**config.mk**
```make
export PLATFORM = sky130hd
export DESIGN_NAME = apb_bridge_gen2_flat
export DESIGN_NICKNAME = d
export VERILOG_FILES = /design/src/rtl/apb_bridge_gen2_if.sv /design/src/rtl/apb_bridge_gen2.sv /design/src/flat_wrapper.sv
export SDC_FILE = /design/constraint.sdc
export NUM_CORES = 1
export LEC_CHECK = 0
export CAP_MARGIN = 5
export CORE_MARGIN = 3
export CORE_UTILIZATION = 35
export CTS_CLUSTER_SIZE = 12
export DETAILED_ROUTE_END_ITERATION = 7
export DONT_BUFFER_PORTS = 1
export GPL_TIMING_DRIVEN = 0
export PLACE_DENSITY = 0.55
export REMOVE_ABC_BUFFERS = 1
export SLEW_MARGIN = 25
export SYNTH_ARGS = -nofsm -noshare
export SYNTH_HDL_FRONTEND = slang
export SYNTH_SLANG_ARGS = --single-unit
```
**constraint.sdc**
```tcl
create_clock -name HCLK -period 3.15 [get_ports HCLK]
set_input_delay 0.63 -clock HCLK [delete_from_list [all_inputs] [get_ports HCLK]]
set_output_delay 0.63 -clock HCLK [all_outputs]
set_load 0.005 [all_outputs]
```
**src/rtl/apb_bridge_gen2_if.sv**
```systemverilog
// AHB-Lite slave side and APB master side of the bridge gathered into one bundle.
// The bridge connects through "slave"; the surrounding system drives through "master".
interface apb_bridge_gen2_if #(
  parameter int ADDR_WIDTH = 32,
  parameter int NUM_SLOTS  = 16
);
  logic                  HSEL;
  logic [ADDR_WIDTH-1:0] HADDR;
  logic                  HWRITE;
  logic [1:0]            HTRANS;
  logic [2:0]            HSIZE;
  logic [3:0]            HPROT;
  logic [31:0]           HWDATA;
  logic                  HREADYIN;
  logic                  HREADYOUT;
  logic [31:0]           HRDATA;
  logic                  HRESP;

  logic [NUM_SLOTS-1:0]  PSEL;
  logic [ADDR_WIDTH-1:0] PADDR;
  logic                  PWRITE;
  logic                  PENABLE;
  logic [31:0]           PWDATA;
  logic [3:0]            PSTRB;
  logic [2:0]            PPROT;
  logic [31:0]           PRDATA;
  logic                  PREADY;
  logic                  PSLVERR;

  modport slave (
    input  HSEL, HADDR, HWRITE, HTRANS, HSIZE, HPROT, HWDATA, HREADYIN,
    input  PRDATA, PREADY, PSLVERR,
    output HREADYOUT, HRDATA, HRESP,
    output PSEL, PADDR, PWRITE, PENABLE, PWDATA, PSTRB, PPROT
  );

  modport master (
    output HSEL, HADDR, HWRITE, HTRANS, HSIZE, HPROT, HWDATA, HREADYIN,
    output PRDATA, PREADY, PSLVERR,
    input  HREADYOUT, HRDATA, HRESP,
    input  PSEL, PADDR, PWRITE, PENABLE, PWDATA, PSTRB, PPROT
  );
endinterface

```
**src/rtl/apb_bridge_gen2.sv**
```systemverilog
// AHB-Lite to APB bridge: one transfer at a time, slot decoded from a 4-bit address
// field, APB wait timeout, and the AHB two-cycle ERROR response.
module apb_bridge_gen2 #(
  parameter int ADDR_WIDTH = 32,
  parameter int NUM_SLOTS  = 16,
  parameter int SLOT_LSB   = 24,
  parameter bit APB4       = 1'b1,
  parameter int TIMEOUT    = 256
) (
  input  logic              HCLK,
  input  logic              HRESET,
  apb_bridge_gen2_if.slave  bus
);

  typedef enum logic [2:0] {IDLE, WDATA, SETUP, ACCESS, DONE, ERR1, ERR2} state_t;

  localparam int CW = (TIMEOUT > 1) ? $clog2(TIMEOUT + 1) : 1;
  localparam logic [CW-1:0] WAIT_LAST = (TIMEOUT > 0) ? CW'(TIMEOUT - 1) : '0;

  state_t                state_q, state_d;
  logic [3:0]            slot_q;
  logic                  write_q;
  logic [2:0]            size_q;
  logic [1:0]            prot_q;
  logic [ADDR_WIDTH-1:0] addr_q;
  logic [CW-1:0]         wait_q;
  logic [ADDR_WIDTH-1:0] paddr_q;
  logic                  pwrite_q;
  logic [31:0]           pwdata_q;
  logic [3:0]            pstrb_q;
  logic [2:0]            pprot_q;
  logic [31:0]           hrdata_q;

  logic                  ready_state;
  logic                  accept;
  logic [3:0]            slot_in;
  logic                  bad_in;
  logic                  from_wdata;
  logic [ADDR_WIDTH-1:0] setup_addr;
  logic                  setup_write;
  logic [2:0]            setup_size;
  logic [1:0]            setup_prot;
  logic                  timed_out;

  function automatic logic [3:0] strb_of(input logic [2:0] size, input logic [1:0] a);
    case (size)
      3'd0:    return 4'b0001 << a;
      3'd1:    return a[1] ? 4'b1100 : 4'b0011;
      default: return 4'b1111;
    endcase
  endfunction

  // Only states that present HREADYOUT=1 may take a new address phase.
  assign ready_state = (state_q == IDLE) || (state_q == DONE) || (state_q == ERR2);
  assign accept      = ready_state && bus.HSEL && bus.HREADYIN && bus.HTRANS[1];
  assign slot_in     = bus.HADDR[SLOT_LSB+3:SLOT_LSB];
  assign bad_in      = ({1'b0, slot_in} >= 5'(NUM_SLOTS)) || (bus.HSIZE > 3'd2);
  assign timed_out   = (TIMEOUT != 0) && (wait_q == WAIT_LAST);

  // Reads go straight to SETUP from the live address phase; writes come via WDATA.
  assign from_wdata  = (state_q == WDATA);
  assign setup_addr  = from_wdata ? addr_q  : bus.HADDR;
  assign setup_write = from_wdata ? write_q : bus.HWRITE;
  assign setup_size  = from_wdata ? size_q  : bus.HSIZE;
  assign setup_prot  = from_wdata ? prot_q  : bus.HPROT[1:0];

  always_comb begin
    state_d = state_q;
    case (state_q)
      IDLE, DONE, ERR2: begin
        if (!accept)          state_d = IDLE;
        else if (bad_in)      state_d = ERR1;
        else if (bus.HWRITE)  state_d = WDATA;
        else                  state_d = SETUP;
      end
      WDATA:  state_d = SETUP;
      SETUP:  state_d = ACCESS;
      ACCESS: begin
        if (bus.PREADY)       state_d = bus.PSLVERR ? ERR1 : DONE;
        else if (timed_out)   state_d = ERR1;
      end
      ERR1:   state_d = ERR2;
      default: state_d = IDLE;
    endcase
  end

  always_comb begin
    bus.HREADYOUT = ready_state;
    bus.HRESP     = (state_q == ERR1) || (state_q == ERR2);
    bus.PSEL      = '0;
    if ((state_q == SETUP) || (state_q == ACCESS))
      bus.PSEL = NUM_SLOTS'(1) << slot_q;
    bus.PENABLE   = (state_q == ACCESS);
    bus.HRDATA    = hrdata_q;
    bus.PADDR     = paddr_q;
    bus.PWRITE    = pwrite_q;
    bus.PWDATA    = pwdata_q;
    bus.PSTRB     = APB4 ? pstrb_q : 4'b0000;
    bus.PPROT     = APB4 ? pprot_q : 3'b000;
  end

  always_ff @(posedge HCLK) begin
    if (HRESET) begin
      state_q  <= IDLE;
      slot_q   <= '0;
      write_q  <= 1'b0;
      size_q   <= '0;
      prot_q   <= '0;
      addr_q   <= '0;
      wait_q   <= '0;
      paddr_q  <= '0;
      pwrite_q <= 1'b0;
      pwdata_q <= '0;
      pstrb_q  <= '0;
      pprot_q  <= '0;
      hrdata_q <= '0;
    end else begin
      state_q <= state_d;
      if (accept) begin
        slot_q  <= slot_in;
        write_q <= bus.HWRITE;
        size_q  <= bus.HSIZE;
        prot_q  <= bus.HPROT[1:0];
        addr_q  <= bus.HADDR;
      end
      if (state_q == WDATA)
        pwdata_q <= bus.HWDATA;
      // APB address-side fields change only when a real APB cycle starts.
      if (state_d == SETUP) begin
        wait_q   <= '0;
        paddr_q  <= setup_addr;
        pwrite_q <= setup_write;
        pstrb_q  <= setup_write ? strb_of(setup_size, setup_addr[1:0]) : 4'b0000;
        pprot_q  <= {~setup_prot[0], 1'b0, setup_prot[1]};
      end else if ((state_q == ACCESS) && !bus.PREADY) begin
        wait_q <= wait_q + 1'b1;
      end
      if ((state_q == ACCESS) && bus.PREADY && !bus.PSLVERR && !write_q)
        hrdata_q <= bus.PRDATA;
    end
  end

endmodule

```
**src/flat_wrapper.sv**
```systemverilog
// flat-port wrapper written by rule: the top's interface ports become plain ports
module apb_bridge_gen2_flat 
#(
  parameter int ADDR_WIDTH = 32,
  parameter int NUM_SLOTS  = 16,
  parameter int SLOT_LSB   = 24,
  parameter bit APB4       = 1'b1,
  parameter int TIMEOUT    = 256
)
  (HCLK, HRESET, bus_HSEL, bus_HADDR, bus_HWRITE, bus_HTRANS, bus_HSIZE, bus_HPROT, bus_HWDATA, bus_HREADYIN, bus_PRDATA, bus_PREADY, bus_PSLVERR, bus_HREADYOUT, bus_HRDATA, bus_HRESP, bus_PSEL, bus_PADDR, bus_PWRITE, bus_PENABLE, bus_PWDATA, bus_PSTRB, bus_PPROT);
  apb_bridge_gen2_if #(.ADDR_WIDTH(ADDR_WIDTH), .NUM_SLOTS(NUM_SLOTS)) bus_i ();
  input  logic HCLK;
  input  logic HRESET;
  input wire logic [$bits(bus_i.HSEL)-1:0] bus_HSEL;
  input wire logic [$bits(bus_i.HADDR)-1:0] bus_HADDR;
  input wire logic [$bits(bus_i.HWRITE)-1:0] bus_HWRITE;
  input wire logic [$bits(bus_i.HTRANS)-1:0] bus_HTRANS;
  input wire logic [$bits(bus_i.HSIZE)-1:0] bus_HSIZE;
  input wire logic [$bits(bus_i.HPROT)-1:0] bus_HPROT;
  input wire logic [$bits(bus_i.HWDATA)-1:0] bus_HWDATA;
  input wire logic [$bits(bus_i.HREADYIN)-1:0] bus_HREADYIN;
  input wire logic [$bits(bus_i.PRDATA)-1:0] bus_PRDATA;
  input wire logic [$bits(bus_i.PREADY)-1:0] bus_PREADY;
  input wire logic [$bits(bus_i.PSLVERR)-1:0] bus_PSLVERR;
  output wire logic [$bits(bus_i.HREADYOUT)-1:0] bus_HREADYOUT;
  output wire logic [$bits(bus_i.HRDATA)-1:0] bus_HRDATA;
  output wire logic [$bits(bus_i.HRESP)-1:0] bus_HRESP;
  output wire logic [$bits(bus_i.PSEL)-1:0] bus_PSEL;
  output wire logic [$bits(bus_i.PADDR)-1:0] bus_PADDR;
  output wire logic [$bits(bus_i.PWRITE)-1:0] bus_PWRITE;
  output wire logic [$bits(bus_i.PENABLE)-1:0] bus_PENABLE;
  output wire logic [$bits(bus_i.PWDATA)-1:0] bus_PWDATA;
  output wire logic [$bits(bus_i.PSTRB)-1:0] bus_PSTRB;
  output wire logic [$bits(bus_i.PPROT)-1:0] bus_PPROT;
  assign bus_i.HSEL = bus_HSEL;
  assign bus_i.HADDR = bus_HADDR;
  assign bus_i.HWRITE = bus_HWRITE;
  assign bus_i.HTRANS = bus_HTRANS;
  assign bus_i.HSIZE = bus_HSIZE;
  assign bus_i.HPROT = bus_HPROT;
  assign bus_i.HWDATA = bus_HWDATA;
  assign bus_i.HREADYIN = bus_HREADYIN;
  assign bus_i.PRDATA = bus_PRDATA;
  assign bus_i.PREADY = bus_PREADY;
  assign bus_i.PSLVERR = bus_PSLVERR;
  assign bus_HREADYOUT = bus_i.HREADYOUT;
  assign bus_HRDATA = bus_i.HRDATA;
  assign bus_HRESP = bus_i.HRESP;
  assign bus_PSEL = bus_i.PSEL;
  assign bus_PADDR = bus_i.PADDR;
  assign bus_PWRITE = bus_i.PWRITE;
  assign bus_PENABLE = bus_i.PENABLE;
  assign bus_PWDATA = bus_i.PWDATA;
  assign bus_PSTRB = bus_i.PSTRB;
  assign bus_PPROT = bus_i.PPROT;
  apb_bridge_gen2 #(.ADDR_WIDTH(ADDR_WIDTH), .NUM_SLOTS(NUM_SLOTS), .SLOT_LSB(SLOT_LSB), .APB4(APB4), .TIMEOUT(TIMEOUT)) u_core (.HCLK(HCLK), .HRESET(HRESET), .bus(bus_i));
endmodule
```
==> results of run 1 <==
-- layout make-up --
cell class	instances	area (µm²)	share of cell area
repair buffers	20	279	0.0381
inverters	7	30.0	0.00410
clock buffers	19	453	0.0618
multi-input cells	550	3050	0.416
flip-flops and latches	153	3060	0.418
well taps	229	287	0.0391
clock inverters	12	165	0.0225
-- registers in the layout, indices dropped and copies added (netlist names), 3 cells and up --
register           count
u_core.bus.PWDATA     32
u_core.wait_q          9
u_core.bus.HRDATA     32
u_core.addr_q         32
u_core.size_q          3
u_core.state_q         3
u_core.bus.PADDR      32
u_core.bus.PSTRB       4
-- cells by family after synthesis --
| logic type | synth area share |
|---|---|
| muxes | 0.00173 |
| adders and majority gates | 0.00383 |
| DFF | 0.469 |
| AOI/OAI and AO/OA | 0.265 |
| xor gates and xnor gates | 0.00134 |
| buffers and inverters | 0.0677 |
| and+or+nand+nor | 0.191 |
| other | 0.000575 |
-- worst min path at each step --
stage	startpoint	to	slack, ns	cells past startpoint
4_1_cts	HRESET	u_core.bus.PWDATA[20]$_SDFFE_PP0P_	0.26	1
3_3_place_gp	u_core.addr_q[15]$_SDFFE_PP0N_	u_core.bus.PADDR[15]$_SDFFE_PP0N_	0.45	2
6_report	HRESET	u_core.addr_q[13]$_SDFFE_PP0N_	0.26	1
2_1_floorplan	u_core.prot_q[0]$_SDFFE_PP0N_	u_core.prot_q[0]$_SDFFE_PP0N_	0.44	2
3_5_place_dp	u_core.prot_q[0]$_SDFFE_PP0N_	u_core.prot_q[0]$_SDFFE_PP0N_	0.46	2
5_1_grt	HRESET	u_core.bus.PWDATA[20]$_SDFFE_PP0P_	0.25	1
-- metal layers --
layer | wire (µm) | vias up | share of wire | GRT usage
li1 | - | 2781 | - | -
met1 | 7510 | 2768 | 0.40 | 0.216
met2 | 8800 | 238 | 0.47 | 0.278
met3 | 2040 | 20 | 0.11 | 0.0763
met4 | 255 | 0 | 0.014 | 0.0495
met5 | 0 | - | 0 | 0
-- placed cells by master (no fill, tap or decap), types with 4 or more instances in the layout --
| cell | n |
|---|---|
| clkbuf_16 | 17 |
| nand3b_1 | 5 |
| o21ai_0 | 44 |
| or3_1 | 5 |
| buf_12 | 4 |
| nand3_1 | 76 |
| nor3_1 | 5 |
| a311oi_1 | 68 |
| nand2_1 | 135 |
| nor2_1 | 18 |
| inv_1 | 6 |
| o21ai_1 | 31 |
| buf_8 | 7 |
| buf_6 | 7 |
| dfxtp_1 | 153 |
| a21oi_1 | 114 |
-- power groups by stage --
stage | combinational, W | sequential [W] | clock [W]
global placement | 0.000293 | 0.00211 | 0
finish | 0.000347 | 0.00207 | 0.00214
floorplan | 0.000225 | 0.00209 | 0
detailed placement | 0.000346 | 0.00211 | 0
CTS | 0.000346 | 0.00207 | 0.00221
global route | 0.000385 | 0.00208 | 0.00229
-- what timing repair did --
action / in CTS / in global routing
setup buffers: 0 / 0
setup endpoints to repair: 0 / 1
resized for setup: 0 / 1
-- metrics by stage --
stage	util	cell area, µm²	hold WS (ns)	setup TNS [ns]	setup WS [ns]
after detailed placement	0.369	6700	0.456	0	0.546
final	0.404	7320	0.265	0	0.241
after global placement	0.353	6400	0.452	-150.00	-1.79
after floorplan	-	6110	0.442	-0.0204	-0.0204
after global routing	0.404	7320	0.253	0	0.0703
after CTS	0.403	7320	0.256	0	0.0645
==> results by group, run 1 <==
Run status
  • Status: completed

Timing
  • Final-report hold violation count: 0
  • Worst-margin pin slew: 0.798 ns
  • Min Tclk post-route: 2.91 ns
  • Final setup vio count: 0
  • Peak Freq: 344 MHz
  • Tcrit/Tclk final: 0.924
  • RSZ-0062 raised after global routing: false
  • Relative slew slack: 0.468
  • Final slew viol count: 0
  • Clk_skew: 0.00918 ns

Worst setup path
  • Worst path bufs/invs: 1
  • Critical path arrival: 2.28 ns
  • R2R Setup Slk: 0.78 ns
  • RR Endpoint: u_core.bus.HRDATA[1]$_SDFFE_PP0P_
  • Reg-to-Reg Start: u_core.state_q[2]$_SDFF_PP0_
  • Crit path launch type: flip-flop
  • WS Path Type: reg2out
  • CP max FO: 33
  • Critical path endpoint: bus_PENABLE
  • Worst path depth: 2
  • Critical path required time: approximately 2.5 ns
  • Slowest-stage cell, CP: clkinvlp_4
  • CP Capture Type: output port
  • Critical path origin: u_core.state_q[2]$_SDFF_PP0_
  • Reg2reg path depth: 4
  • Delay-heaviest family, CP: buffers and inverters
  • CP cell instances: nand3b_1 > clkinvlp_4
  • CP max stage delay: 0.69 ns

Floorplanning
  • Die H: 143 µm
  • Initial Util: 0.360
  • Die area: slightly above 20000 µm²
  • Io pins: 235
  • Std cell rows: 49
  • Core Area: 18100 µm²
  • Die width: 143 µm

GRT
  • GRT Total Usage: 0.175
  • Grt ovf: 0
  • Pin count of the biggest net entering global routing: 146
  • Initial antenna violation count: 0
  • Vias in the first global route: ~5500
  • First-pass GRT wire length: 29100 µm

Routing
  • Vias: 5807
  • DR WL/cell: 18.8 µm
  • Routed vias/inst: 5.87
  • WL final: 18600 µm
  • ANT nets after route: 0
  • DRC errors left: 0
  • Detailed Route Iter0 Violations: 292
  • Initial DRT Pass Iterations: 4

Layout
  • Area Overhead vs Synth: 12.2%
  • Final non-filler cell total: 990
  • Fillers: 1822
  • Number of diodes: 0
  • Nets: 863
  • Layout cell share with drive strength beyond 1: 0.0854

Synth
  • Synth Warn #: 0
  • Most frequent cell after synthesis: dfxtp_1
  • Syn Inst Count: 798
  • Synth top cells by count: 153 x dfxtp_1, 135 x nand2_1, 114 x a21oi_1, 76 x nand3_1, 68 x a311oi_1
  • Cell variety after synth: 49
  • Ys flop type: dfxtp_1
  • Post-synthesis sequential area ratio: 0.469
  • Top cells by area, synth: dfxtp_1 47%, a311oi_1 9.1%, a21oi_1 8.7%, nand2_1 7.8%, nand3_1 5.8%
  • Number of synthesized flops with an enable pin: 0
  • Yosys top cell area share: 0.469
  • Asr flop ratio synth: 0
  • Synth Register Bits: 153
  • Synth area leader: dfxtp_1
  • Area of the mapped netlist: ~6500 µm²
  • Syn_area_per_cell: 8.18 µm²

Power
  • Comb power frac: 0.076
  • Clk pwr share: 0.470
  • Leak pwr: between 2 and 2.5 nW
  • Total power divided by cell area: between 600 and 700 nW/µm²
  • Sequential Power Share: 0.454
  • NetSw: 0.00112 W
  • Cell-internal power: 0.00344 W
  • Tot Pwr: 0.00456 W
  • VDD IR max: 0.343 mV
  • Sw Share: 0.246

Place
  • Placed instance count: 959
  • RePlAce Congestion: 0.762
  • Port bufs: 0
  • DP HPWL: 12500 µm

CTS
  • CTS root buffer: clkbuf_16
  • CTS Buf Count: 17
  • Max H-tree Level: 4
  • Cts hold-fix bufs: 0
  • Worst-Skew Late Latency: 0.42 ns
  • CTS tree: done
  • CTS sink cnt: about 150
  • Clock Path Buffers: 2
  • CTS clock-pin slew for the worst setup and hold paths: 0.06 ns

Worst hold path
  • Hold crit path type: in2reg

Flow run
  • Max-cap viol count: 0
Note: power is estimated with default switching activity, not from simulation.
==> run 2, diff against run 1 <==
--- a/config.mk
+++ b/config.mk
@@ -8,7 +8,6 @@
 export CAP_MARGIN = 5
 export CORE_MARGIN = 3
 export CORE_UTILIZATION = 35
-export CTS_CLUSTER_SIZE = 12
 export DETAILED_ROUTE_END_ITERATION = 7
 export DONT_BUFFER_PORTS = 1
 export GPL_TIMING_DRIVEN = 0
==> results of run 2 <==
No change in the layout: final DEF, timing and power equal those of run 1.
